File: src/rtl/tfe_pkg.sv
//------------------------------------------------------------------------------
// Package : tfe_pkg
// Purpose : Shared constants for the 2048 board transmit path. It holds the
//           ASCII control and glyph bytes, the frame geometry and the
//           board_tx_sequencer FSM state encoding.
// Ports   : none (package)
// Rev     : 1.0  initial release
//------------------------------------------------------------------------------
`default_nettype none

package tfe_pkg;

  // ASCII bytes used in the frame
  localparam logic [7:0] CR     = 8'h0D;
  localparam logic [7:0] LF     = 8'h0A;
  localparam logic [7:0] ESC    = 8'h1B;
  localparam logic [7:0] SPACE  = 8'h20;
  localparam logic [7:0] LBRACK = 8'h5B;
  localparam logic [7:0] CHAR_H = 8'h48;

  // Frame geometry: 4 rows of 4 cells (5 chars each) plus CR LF
  localparam int CELL_CH = 5;
  localparam int ROW_CH  = 22;
  localparam int ROWS    = 4;
  localparam int COLS    = 4;

  typedef enum logic [2:0] {
    IDLE    = 3'd0,
    ISSUE   = 3'd1,
    WAIT_HI = 3'd2,
    WAIT_LO = 3'd3,
    DONE    = 3'd4
  } state_e;

endpackage : tfe_pkg

`default_nettype wire

File: src/rtl/board_tx_sequencer_rom.sv
//------------------------------------------------------------------------------
// Module  : tile_ascii_rom
// Purpose : Combinational glyph table giving the 4-character, right-justified
//           text of one tile.
// Ports   : exp_i  [3:0] tile exponent (0 = empty, e -> 2^e)
//           pos_i  [1:0] character position in the digit field (0 = leftmost)
//           char_o [7:0] ASCII character at that position
// Rev     : 1.0  initial release
//------------------------------------------------------------------------------
`default_nettype none

module tile_ascii_rom
  import tfe_pkg::*;
#(
  parameter logic [7:0] EMPTY_CHAR = 8'h2E,
  parameter logic [7:0] OVF_CHAR   = 8'h23
) (
  input  logic [3:0] exp_i,
  input  logic [1:0] pos_i,
  output logic [7:0] char_o
);

  logic [31:0] glyph;

  always_comb begin
    glyph = {4{OVF_CHAR}};              // exponents 12..15 overflow the field
    case (exp_i)
      4'd0:    glyph = {SPACE, SPACE, SPACE, EMPTY_CHAR};
      4'd1:    glyph = "   2";
      4'd2:    glyph = "   4";
      4'd3:    glyph = "   8";
      4'd4:    glyph = "  16";
      4'd5:    glyph = "  32";
      4'd6:    glyph = "  64";
      4'd7:    glyph = " 128";
      4'd8:    glyph = " 256";
      4'd9:    glyph = " 512";
      4'd10:   glyph = "1024";
      4'd11:   glyph = "2048";
      default: glyph = {4{OVF_CHAR}};
    endcase
  end

  always_comb begin
    char_o = glyph[31:24];
    case (pos_i)
      2'd0: char_o = glyph[31:24];
      2'd1: char_o = glyph[23:16];
      2'd2: char_o = glyph[15:8];
      2'd3: char_o = glyph[7:0];
      default: char_o = glyph[31:24];
    endcase
  end

endmodule : tile_ascii_rom

`default_nettype wire

File: src/rtl/board_tx_sequencer.sv
//------------------------------------------------------------------------------
// Module  : board_tx_sequencer
// Purpose : Takes a snapshot of the 4x4 2048 board and streams it as an ASCII
//           frame, one byte per UART handshake. The frame is an optional
//           ESC [ H prefix followed by 4 rows of 4 five-character cells + CR LF.
// Ports   : clk              system clock
//           rst              asynchronous, active-low reset
//           i_start          one-cycle request to send the current board
//           i_board   [63:0] 16 x 4-bit exponents, tile r*4+c at [4*(r*4+c)+:4]
//           i_tx_busy        UART transmitter busy
//           o_tx_data [7:0]  byte to transmit
//           o_tx_valid       one-cycle strobe qualifying o_tx_data
//           o_busy           frame in progress
//           o_done           one-cycle pulse after the last byte is accepted
// Rev     : 1.0  initial release
//------------------------------------------------------------------------------
`default_nettype none

module board_tx_sequencer
  import tfe_pkg::*;
#(
  parameter int         SEND_HOME  = 1,
  parameter logic [7:0] EMPTY_CHAR = 8'h2E,
  parameter logic [7:0] OVF_CHAR   = 8'h23
) (
  input  logic        clk,
  input  logic        rst,
  input  logic        i_start,
  input  logic [63:0] i_board,
  input  logic        i_tx_busy,
  output logic [7:0]  o_tx_data,
  output logic        o_tx_valid,
  output logic        o_busy,
  output logic        o_done
);

  localparam int         PRE_LEN  = (SEND_HOME != 0) ? 3 : 0;
  localparam logic [6:0] PRE_LEN7 = 7'(PRE_LEN);
  localparam logic [6:0] LAST     = 7'(ROWS * ROW_CH + PRE_LEN - 1);

  state_e      state_q, state_d;
  logic [63:0] snap_q, snap_d;
  logic [6:0]  idx_q, idx_d;
  logic [1:0]  row_q, row_d;
  logic [2:0]  cell_q, cell_d;          // 0..3 = tile cells, 4 = CR/LF tail
  logic [2:0]  pos_q, pos_d;
  logic [7:0]  tx_data_q, tx_data_d;
  logic        tx_valid_q, tx_valid_d;
  logic        busy_q, busy_d;
  logic        done_q, done_d;

  // ---------------------------------------------------------------------------
  // Byte generation from (snapshot, idx) with geometry counters
  // ---------------------------------------------------------------------------
  logic       in_prefix;
  logic [3:0] tile_exp;
  logic [1:0] rom_pos;
  logic [7:0] rom_char;
  logic [7:0] cur_byte;

  assign in_prefix = (idx_q < PRE_LEN7);
  assign tile_exp  = snap_q[{row_q, cell_q[1:0], 2'b00} +: 4];
  // Digit-field positions 1..4 map to ROM positions 0..3; pos 4 wraps to 0
  // in two bits, so subtracting one lands on 3.
  assign rom_pos   = pos_q[1:0] - 2'd1;

  tile_ascii_rom #(
    .EMPTY_CHAR (EMPTY_CHAR),
    .OVF_CHAR   (OVF_CHAR)
  ) u_rom (
    .exp_i  (tile_exp),
    .pos_i  (rom_pos),
    .char_o (rom_char)
  );

  always_comb begin
    cur_byte = SPACE;
    if (in_prefix) begin
      case (idx_q[1:0])
        2'd0:    cur_byte = ESC;
        2'd1:    cur_byte = LBRACK;
        default: cur_byte = CHAR_H;
      endcase
    end else if (cell_q == 3'(COLS)) begin
      cur_byte = (pos_q == 3'd0) ? CR : LF;
    end else if (pos_q == 3'd0) begin
      cur_byte = SPACE;
    end else begin
      cur_byte = rom_char;
    end
  end

  // Counter values for the following byte; the prefix bytes do not move them.
  logic [1:0] step_row;
  logic [2:0] step_cell;
  logic [2:0] step_pos;

  always_comb begin
    step_row  = row_q;
    step_cell = cell_q;
    step_pos  = pos_q;
    if (!in_prefix) begin
      if (cell_q == 3'(COLS)) begin
        if (pos_q == 3'd1) begin
          step_pos  = 3'd0;
          step_cell = 3'd0;
          step_row  = row_q + 2'd1;
        end else begin
          step_pos  = pos_q + 3'd1;
        end
      end else if (pos_q == 3'(CELL_CH - 1)) begin
        step_pos  = 3'd0;
        step_cell = cell_q + 3'd1;
      end else begin
        step_pos  = pos_q + 3'd1;
      end
    end
  end

  // ---------------------------------------------------------------------------
  // FSM next-state and output logic
  // ---------------------------------------------------------------------------
  always_comb begin
    state_d    = state_q;
    snap_d     = snap_q;
    idx_d      = idx_q;
    row_d      = row_q;
    cell_d     = cell_q;
    pos_d      = pos_q;
    tx_data_d  = tx_data_q;
    tx_valid_d = 1'b0;
    busy_d     = busy_q;
    done_d     = 1'b0;

    case (state_q)
      IDLE, DONE: begin
        state_d = IDLE;
        if (i_start) begin
          snap_d  = i_board;
          idx_d   = 7'd0;
          row_d   = 2'd0;
          cell_d  = 3'd0;
          pos_d   = 3'd0;
          busy_d  = 1'b1;
          state_d = ISSUE;
        end
      end
      ISSUE: begin
        if (!i_tx_busy) begin
          tx_data_d  = cur_byte;
          tx_valid_d = 1'b1;
          state_d    = WAIT_HI;
        end
      end
      WAIT_HI: begin
        // The strobe is issued exactly once; a late busy just waits here.
        if (i_tx_busy) begin
          state_d = WAIT_LO;
        end
      end
      WAIT_LO: begin
        if (!i_tx_busy) begin
          if (idx_q == LAST) begin
            busy_d  = 1'b0;
            done_d  = 1'b1;
            state_d = DONE;
          end else begin
            idx_d   = idx_q + 7'd1;
            row_d   = step_row;
            cell_d  = step_cell;
            pos_d   = step_pos;
            state_d = ISSUE;
          end
        end
      end
      default: begin
        busy_d  = 1'b0;
        state_d = IDLE;
      end
    endcase
  end

  always_ff @(posedge clk or negedge rst) begin
    if (!rst) begin
      state_q    <= IDLE;
      snap_q     <= 64'd0;
      idx_q      <= 7'd0;
      row_q      <= 2'd0;
      cell_q     <= 3'd0;
      pos_q      <= 3'd0;
      tx_data_q  <= 8'd0;
      tx_valid_q <= 1'b0;
      busy_q     <= 1'b0;
      done_q     <= 1'b0;
    end else begin
      state_q    <= state_d;
      snap_q     <= snap_d;
      idx_q      <= idx_d;
      row_q      <= row_d;
      cell_q     <= cell_d;
      pos_q      <= pos_d;
      tx_data_q  <= tx_data_d;
      tx_valid_q <= tx_valid_d;
      busy_q     <= busy_d;
      done_q     <= done_d;
    end
  end

  assign o_tx_data  = tx_data_q;
  assign o_tx_valid = tx_valid_q;
  assign o_busy     = busy_q;
  assign o_done     = done_q;

endmodule : board_tx_sequencer

`default_nettype wire
File: config.mk
export PLATFORM = sky130hd
export DESIGN_NAME = board_tx_sequencer
export DESIGN_NICKNAME = d
export VERILOG_FILES = /design/src/rtl/tfe_pkg.sv /design/src/rtl/board_tx_sequencer_rom.sv /design/src/rtl/board_tx_sequencer.sv
export SDC_FILE = /design/constraint.sdc
export NUM_CORES = 1
export LEC_CHECK = 0
export ABC_AREA = 1
export CAP_MARGIN = 20
export CORE_ASPECT_RATIO = 1.5
export CORE_UTILIZATION = 35
export DETAILED_ROUTE_END_ITERATION = 16
export HOLD_SLACK_MARGIN = 0.02
export PLACE_DENSITY = 0.66
export SYNTH_ARGS = -nofsm -noshare
export SYNTH_HDL_FRONTEND = slang
export SYNTH_SLANG_ARGS = --single-unit
File: constraint.sdc
create_clock -name clk -period 5.45 [get_ports clk]
set_clock_uncertainty 0.1 [all_clocks]
set_input_delay 1.09 -clock clk [delete_from_list [all_inputs] [get_ports clk]]
set_output_delay 1.09 -clock clk [all_outputs]
set_load 0.01 [all_outputs]
# Word level (Yosys, flattened, before mapping)
# Memory sizes are Yosys's and may differ from the RTL's.
# Cells that the tools add are included.
# Widths: inputs -> output; s select.
[totals]
word_cells = 105
romBits = 256
ff_bits = 93
n_memories = 1
[mem_list]
columns = ["memory", "words", "word_bits", "rd", "rd_clocked_by_memory_dff", "wr", "line", "rtl"]
rows = [
  ["(no name shown)", 16, 16, 1, 0, 0, "board_tx_sequencer_rom.sv:27", "case (exp_i)"],
]
[classes]
n_bitwise = 2
n_mux = 47
n_reduce_logical = 15
eq_ne = 23
order_cmp = 1
shifts = 1
addsub = 5
[op_table]
columns = ["op", "count"]
rows = [
  ["$shiftx 64x7->4", 1],
  ["$mux 3", 18],
  ["$pmux 8 s4", 1],
  ["$pmux 7 s2", 2],
  ["$mux 8", 3],
  ["$mux 7", 3],
  ["$ne 2x2->1 const B", 9],
  ["$reduce_and 7->1", 2],
  ["$mux 2", 6],
  ["$pmux 3 s2", 2],
  ["$pmux 3 s4", 1],
  ["$eq 3x3->1 const B", 3],
  ["$mux 1", 9],
  ["$reduce_and 4->1", 2],
  ["$add 7x1->7 const B", 1],
  ["$eq 7x7->1 const B", 1],
  ["$lt 7x2->1 const B", 1],
  ["$add 3x1->3 const B", 2],
  ["$eq 3x1->1 const B", 2],
  ["$eq 3x2->1 const B", 2],
  ["$logic_not 3->1", 2],
  ["$ne 3x3->1 const B", 2],
  ["$reduce_and 5->1", 1],
  ["$eq 2x1->1 const B", 2],
  ["11 further kinds", 16],
]

# Logic depth before layout (Yosys ltp)
[logic_depth]
word_depth = 7
depth_mapped = 22
depth_no_buf = 20

# Modules after synthesis
# From an unflattened synthesis, not the netlist that was laid out.
[hier_totals]
cells_unflattened = 588
area_unflattened_um2 = 5280.1
[by_module_without_submodules]
columns = ["module", "area_each_um2", "cells_per_inst", "n_inst"]
rows = [
  ["board_tx_sequencer", 4894.7, 516, 1],
  ["tile_ascii_rom", 385.4, 72, 1],
]

# Worst setup path before layout
# OpenSTA, ideal clock, no wires.
[synth_path]
kind = "register -> register"
start = "register cell_q[0]"
end = "register tx_data_q[2], in the netlist o_tx_data[2]"
period_less_slack_ps = 2184
setup_time_ps = 65
arrival_ps = 2019
t_required_ps = 5285
slack_ps = 3266
path_stages_with_launch = 17
path_cell_list = "dfrtp_1 -> inv_1 -> clkbuf_1 -> nor2_1 -> o211ai_1 -> nand3_1 -> nand3_2 -> inv_1 -> ha_1 -> nand3b_1 -> nand2_1 -> nand3_1 -> nand3_1 -> nand2_1 -> nand2_1 -> nand2_1 -> nand2_1"
[synth_via]
elab_chain_cells = 6
word_cells_on_any_way = 7
cone_classes = "eq/ne (1); shift (1); mux (4); memory (1)"
[synth_rtl]
columns = ["item", "line", "rtl"]
rows = [
  ["start, declared", "board_tx_sequencer.sv:45", "logic [2:0] cell_q, cell_d;"],
  ["start signal, assigned", "board_tx_sequencer.sv:200", "cell_q <= cell_d;"],
  ["$shiftx 64x7->4", "board_tx_sequencer.sv:62", "assign tile_exp = snap_q[{row_q, cell_q[1:0], 2'b00} +: 4];"],
  ["$mem_v2 16x16", "n/a", ""],
  ["$pmux 8 s4", "board_tx_sequencer_rom.sv:46", "case (pos_i)"],
  ["$mux 8", "board_tx_sequencer.sv:86", "end else if (pos_q == 3'd0) begin"],
  ["$mux 8 (*)", "board_tx_sequencer.sv:84", "end else if (cell_q == 3'(COLS)) begin"],
  ["$mux 8 (*)", "board_tx_sequencer.sv:78", "if (in_prefix) begin"],
  ["end signal, assigned", "board_tx_sequencer.sv:202", "tx_data_q <= tx_data_d;"],
  ["end, declared", "board_tx_sequencer.sv:47", "logic [7:0] tx_data_q, tx_data_d;"],
]
# Every way passes the cells marked *; elsewhere a longest branch is shown, timed or not. The select of a mux whose other input is x is not followed.
# A chain may end at the register's enable or synchronous reset.

# Worst setup path in the final report
[layout_path]
start = "input port i_start"
end = "register snap_q[39]"
[layout_via]
elab_chain_cells = 1
[layout_rtl]
columns = ["item", "line", "rtl"]
rows = [
  ["start, declared", "board_tx_sequencer.sv:28", "input logic i_start,"],
  ["$reduce_and 2->1 (no source line)", "n/a", ""],
  ["end signal, assigned", "board_tx_sequencer.sv:197", "snap_q <= snap_d;"],
  ["end, declared", "board_tx_sequencer.sv:42", "logic [63:0] snap_q, snap_d;"],
]
# No other way between the ends.

==> impl_metrics.yaml <==
run_status:
  status: "finished, final reports clean"
worst_setup_path:
  crit_path_start_kind: "input pin"
  crit_type: "input pin to flop"
  end_kind: "flop"
  critPathArrivalTime_ps: 3240
  crit_top_cell: "buf_4"
  r2r-start: "cell_q[1]$_DFFE_PN0P_"
  r2r-end: "o_tx_data[2]$_DFFE_PN0P_"
  r2r_setup_slack_ps: 2390
  reg2reg_depth: 16
  required_ps: 5570
  critPathTopFamily: "buffers and inverters"
  max_stage_delay_ps: 690
  path_buf_inv: 4
  cp_max_fo: 58
  crit_path_cell_trace: "clkdlybuf4s50_1 -> nand2_1 -> buf_4 -> inv_2 -> buf_4 -> o21ai_0"
  cp_slowest_cell: "inv_2"
floorplanning:
  design.die.area_sq_mm: 0.01465
  coreArea_sq_mm: 0.01366
  die_h_um: 147.7
  start_util_pct: 36.27
  rows: 52
  ios: 79
  die_w_um: 99.16
synth:
  synth-compound-area-share_pct: 9.644
  yosysSeqAreaShare_pct: 46.45
  synth.largest_area_cell: "dfrtp_1"
  synth_fa_ha_area_share_pct: 4.292
  synth_xor_area_share_pct: 0
  ys_warn_count: 0
  synth_top_family_by_area: "simple AND/OR/NAND/NOR gates"
  synthMuxAreaShare_pct: 0.2272
  syn_inst: 654
  yosysTopAreaCellShare_pct: 46.45
  ys_ff_latch: 92
  synthSimpleGateAreaFrac_pct: 30.72
  synth_cell_types: 38
  syn_nets: 739
  synthesis.area_sq_mm: 0.004956
  synth.area.top_cells: "dfrtp_1 (46%), nand2_1 (18%), o21ai_0 (6.0%), inv_1 (4.9%), ha_1 (4.3%)"
  synth.avg_cell_area_sq_um: 7.578
power:
  pwr-share-comb_pct: 47.8
  power_frac_seq_pct: 32.5
  ir_drop_mv: 0.2379
  power.internal_w: 0.001987
  switching_share_pct: 43.35
  netSwitchingPower_w: 0.001521
  p_leak_nw: 3.004
  power_frac_clock_pct: 19.7
  power_density_mw_per_mm2: 572.4
clock_tree:
  cts_hold_buf: 0
  numClockSinks: 92
  clock_latency_ps: 350
  root_buffer: "clkbuf_16"
  cts_tree: "yes"
  clock_path_buffers: 2
  numCtsBuffers: 9
  h-tree-depth: 3
  cts_setup_buffers: 0
  clk_transition_reported_paths_ps: 70
  cts_resized: 0
sta:
  setup_violations: 0
  drv_slew: 0
  min_period_over_period_pct: 57.17
  rsz0062_at_grt: "false"
  fmax_mhz: 320.9
  hold_viol: 0
  fin_setup_tns_ps: 0
  tightest_slew_ps: 902.6
  min_period_ps: 3116
  holdWs_ps: 377.3
  slew_headroom_pct: 39.76
detailed_routing:
  antenna_left: 0
  num_vias: 4255
  wirelength_um: 11740
  vias_per_cell: 4.797
  first_pass_iters: 4
  routedWlPerCell_um: 13.23
  drtIter0Drc: 240
  drc_errors: 0
flow_run:
  cap_violations: 0
min_path:
  hp-class: "flop to flop"
  whs_path_depth: 2
  min_to: "snap_q[9]$_DFFE_PN0P_"
  worstHoldStart: "snap_q[9]$_DFFE_PN0P_"
cells_and_area:
  fillers: 1366
  fin_nets: 805
  insertedDiodeCount: 0
  syn_to_final_growth_pct: 23.66
  final_cell_area_sq_mm: 0.006128
  utilization_pct: 44.85
  drive_above_1_share_pct: 6.759
grt:
  antenna_found_initial: 0
  grt_pass1_vias: 4228
  overflow: 0
  grt_max_degree: 59
  grt_pass1_wl_um: 19670
  track_usage_pct: 17.20
placement:
  port_buffers: 77
  routabilityCongestion: 0.8107
  place_area_sq_mm: 0.005798
  hpwlAfterDp_um: 8310
-- cell type report --
type                       instances  area [sq um]  share of cell area (%)
tap                              162         202.7                   3.307
multi-input combinational        465          2228                   36.36
sequential                        92          2302                   37.57
timing repair buffer              81         798.3                   13.03
clock buffer                       9         225.2                   3.675
clock inverter                     7         105.1                   1.715
inverter                          71         266.5                   4.349
-- flip-flops by register name (all words and copies together), names as in the netlist, 2 cells and up --
name       flops
snap_q        64
idx_q          7
o_tx_data      7
cell_q         3
pos_q          3
state_q        3
row_q          2
-- tightest hold or removal path, cell delays in order, from the launching register on --
cell	delay, ps
dfrtp_1	340
nand2_1	50
nand2_1	50
-- synth_stat cells (all sizes together) --
cell,count
nand3,43
nand2,240
o22ai,3
inv,71
o31ai,2
clkbuf,8
o21bai,2
mux2,1
nand3b,2
nor4,2
conb,1
o2111ai,1
a211oi,1
or2,1
o21ai,60
nor3b,1
nor3,9
ha,17
a21oi,14
and3,1
dfrtp,92
buf,18
nor2,56
o211ai,3
a31oi,2
nand4,3
-- power groups by stage --
stage	combinational, W	clock (W)	sequential [W]
after floorplan	0.00129	0	0.00110
after global placement	0.00165	0	0.00115
after detailed placement	0.00167	0	0.00115
after CTS	0.00168	0.000706	0.00114
after global routing	0.00192	0.000738	0.00118
final	0.00168	0.000690	0.00114
-- through the flow --
| stage | setup WS (ps) | cells | power [W] |
|---|---|---|---|
| 6_report | 2334 | 887 | 0.003508 |
| 5_1_grt | 2141 | 887 | 0.003831 |
| 4_1_cts | 2324 | 887 | 0.003531 |
| 3_5_place_dp | 1946 | 871 | 0.002824 |
| 3_3_place_gp | 2015 | 871 | 0.002797 |
| 2_1_floorplan | 3266 | 654 | 0.002391 |
-- logic make-up after synthesis --
logic type / Yosys count
DFF: 92
other: 1
muxes: 1
adders and majority gates: 17
buffers and inverters: 97
and+or+nand+nor: 358
AOI/OAI and AO/OA: 88
-- worst max path at each step --
stage / from / to / depth (start not counted)
2_1_floorplan: cell_q[0]$_DFFE_PN0P_ / o_tx_data[2]$_DFFE_PN0P_ / 16
3_3_place_gp: i_start / snap_q[30]$_DFFE_PN0P_ / 6
6_report: i_start / snap_q[39]$_DFFE_PN0P_ / 6
4_1_cts: i_start / snap_q[39]$_DFFE_PN0P_ / 6
3_5_place_dp: i_start / snap_q[39]$_DFFE_PN0P_ / 6
5_1_grt: cell_q[1]$_DFFE_PN0P_ / o_tx_data[2]$_DFFE_PN0P_ / 16
-- placed cells by master (no fill, tap or decap), types with 3 or more instances in the layout --
cell / n
nand2_1: 233
dfrtp_1: 92
clkdlybuf4s50_1: 76
inv_1: 64
o21ai_0: 59
nor2_1: 52
nand3_1: 38
ha_1: 17
a21oi_1: 13
nor3_1: 9
clkbuf_16: 9
inv_2: 7
buf_4: 5
nand3_2: 4
nand2_2: 4
o211ai_1: 3
o22ai_1: 3
nor2_2: 3
nand2_4: 3
nand4_1: 3
-- layer usage --
layer / global-route usage, % / share of wire, %
met5: 0 / 0
met4: 7.647 / 2.9
met3: 3.452 / 2.9
met2: 31.54 / 53
met1: 19.01 / 42
Note: power is estimated with default switching activity, not from simulation.
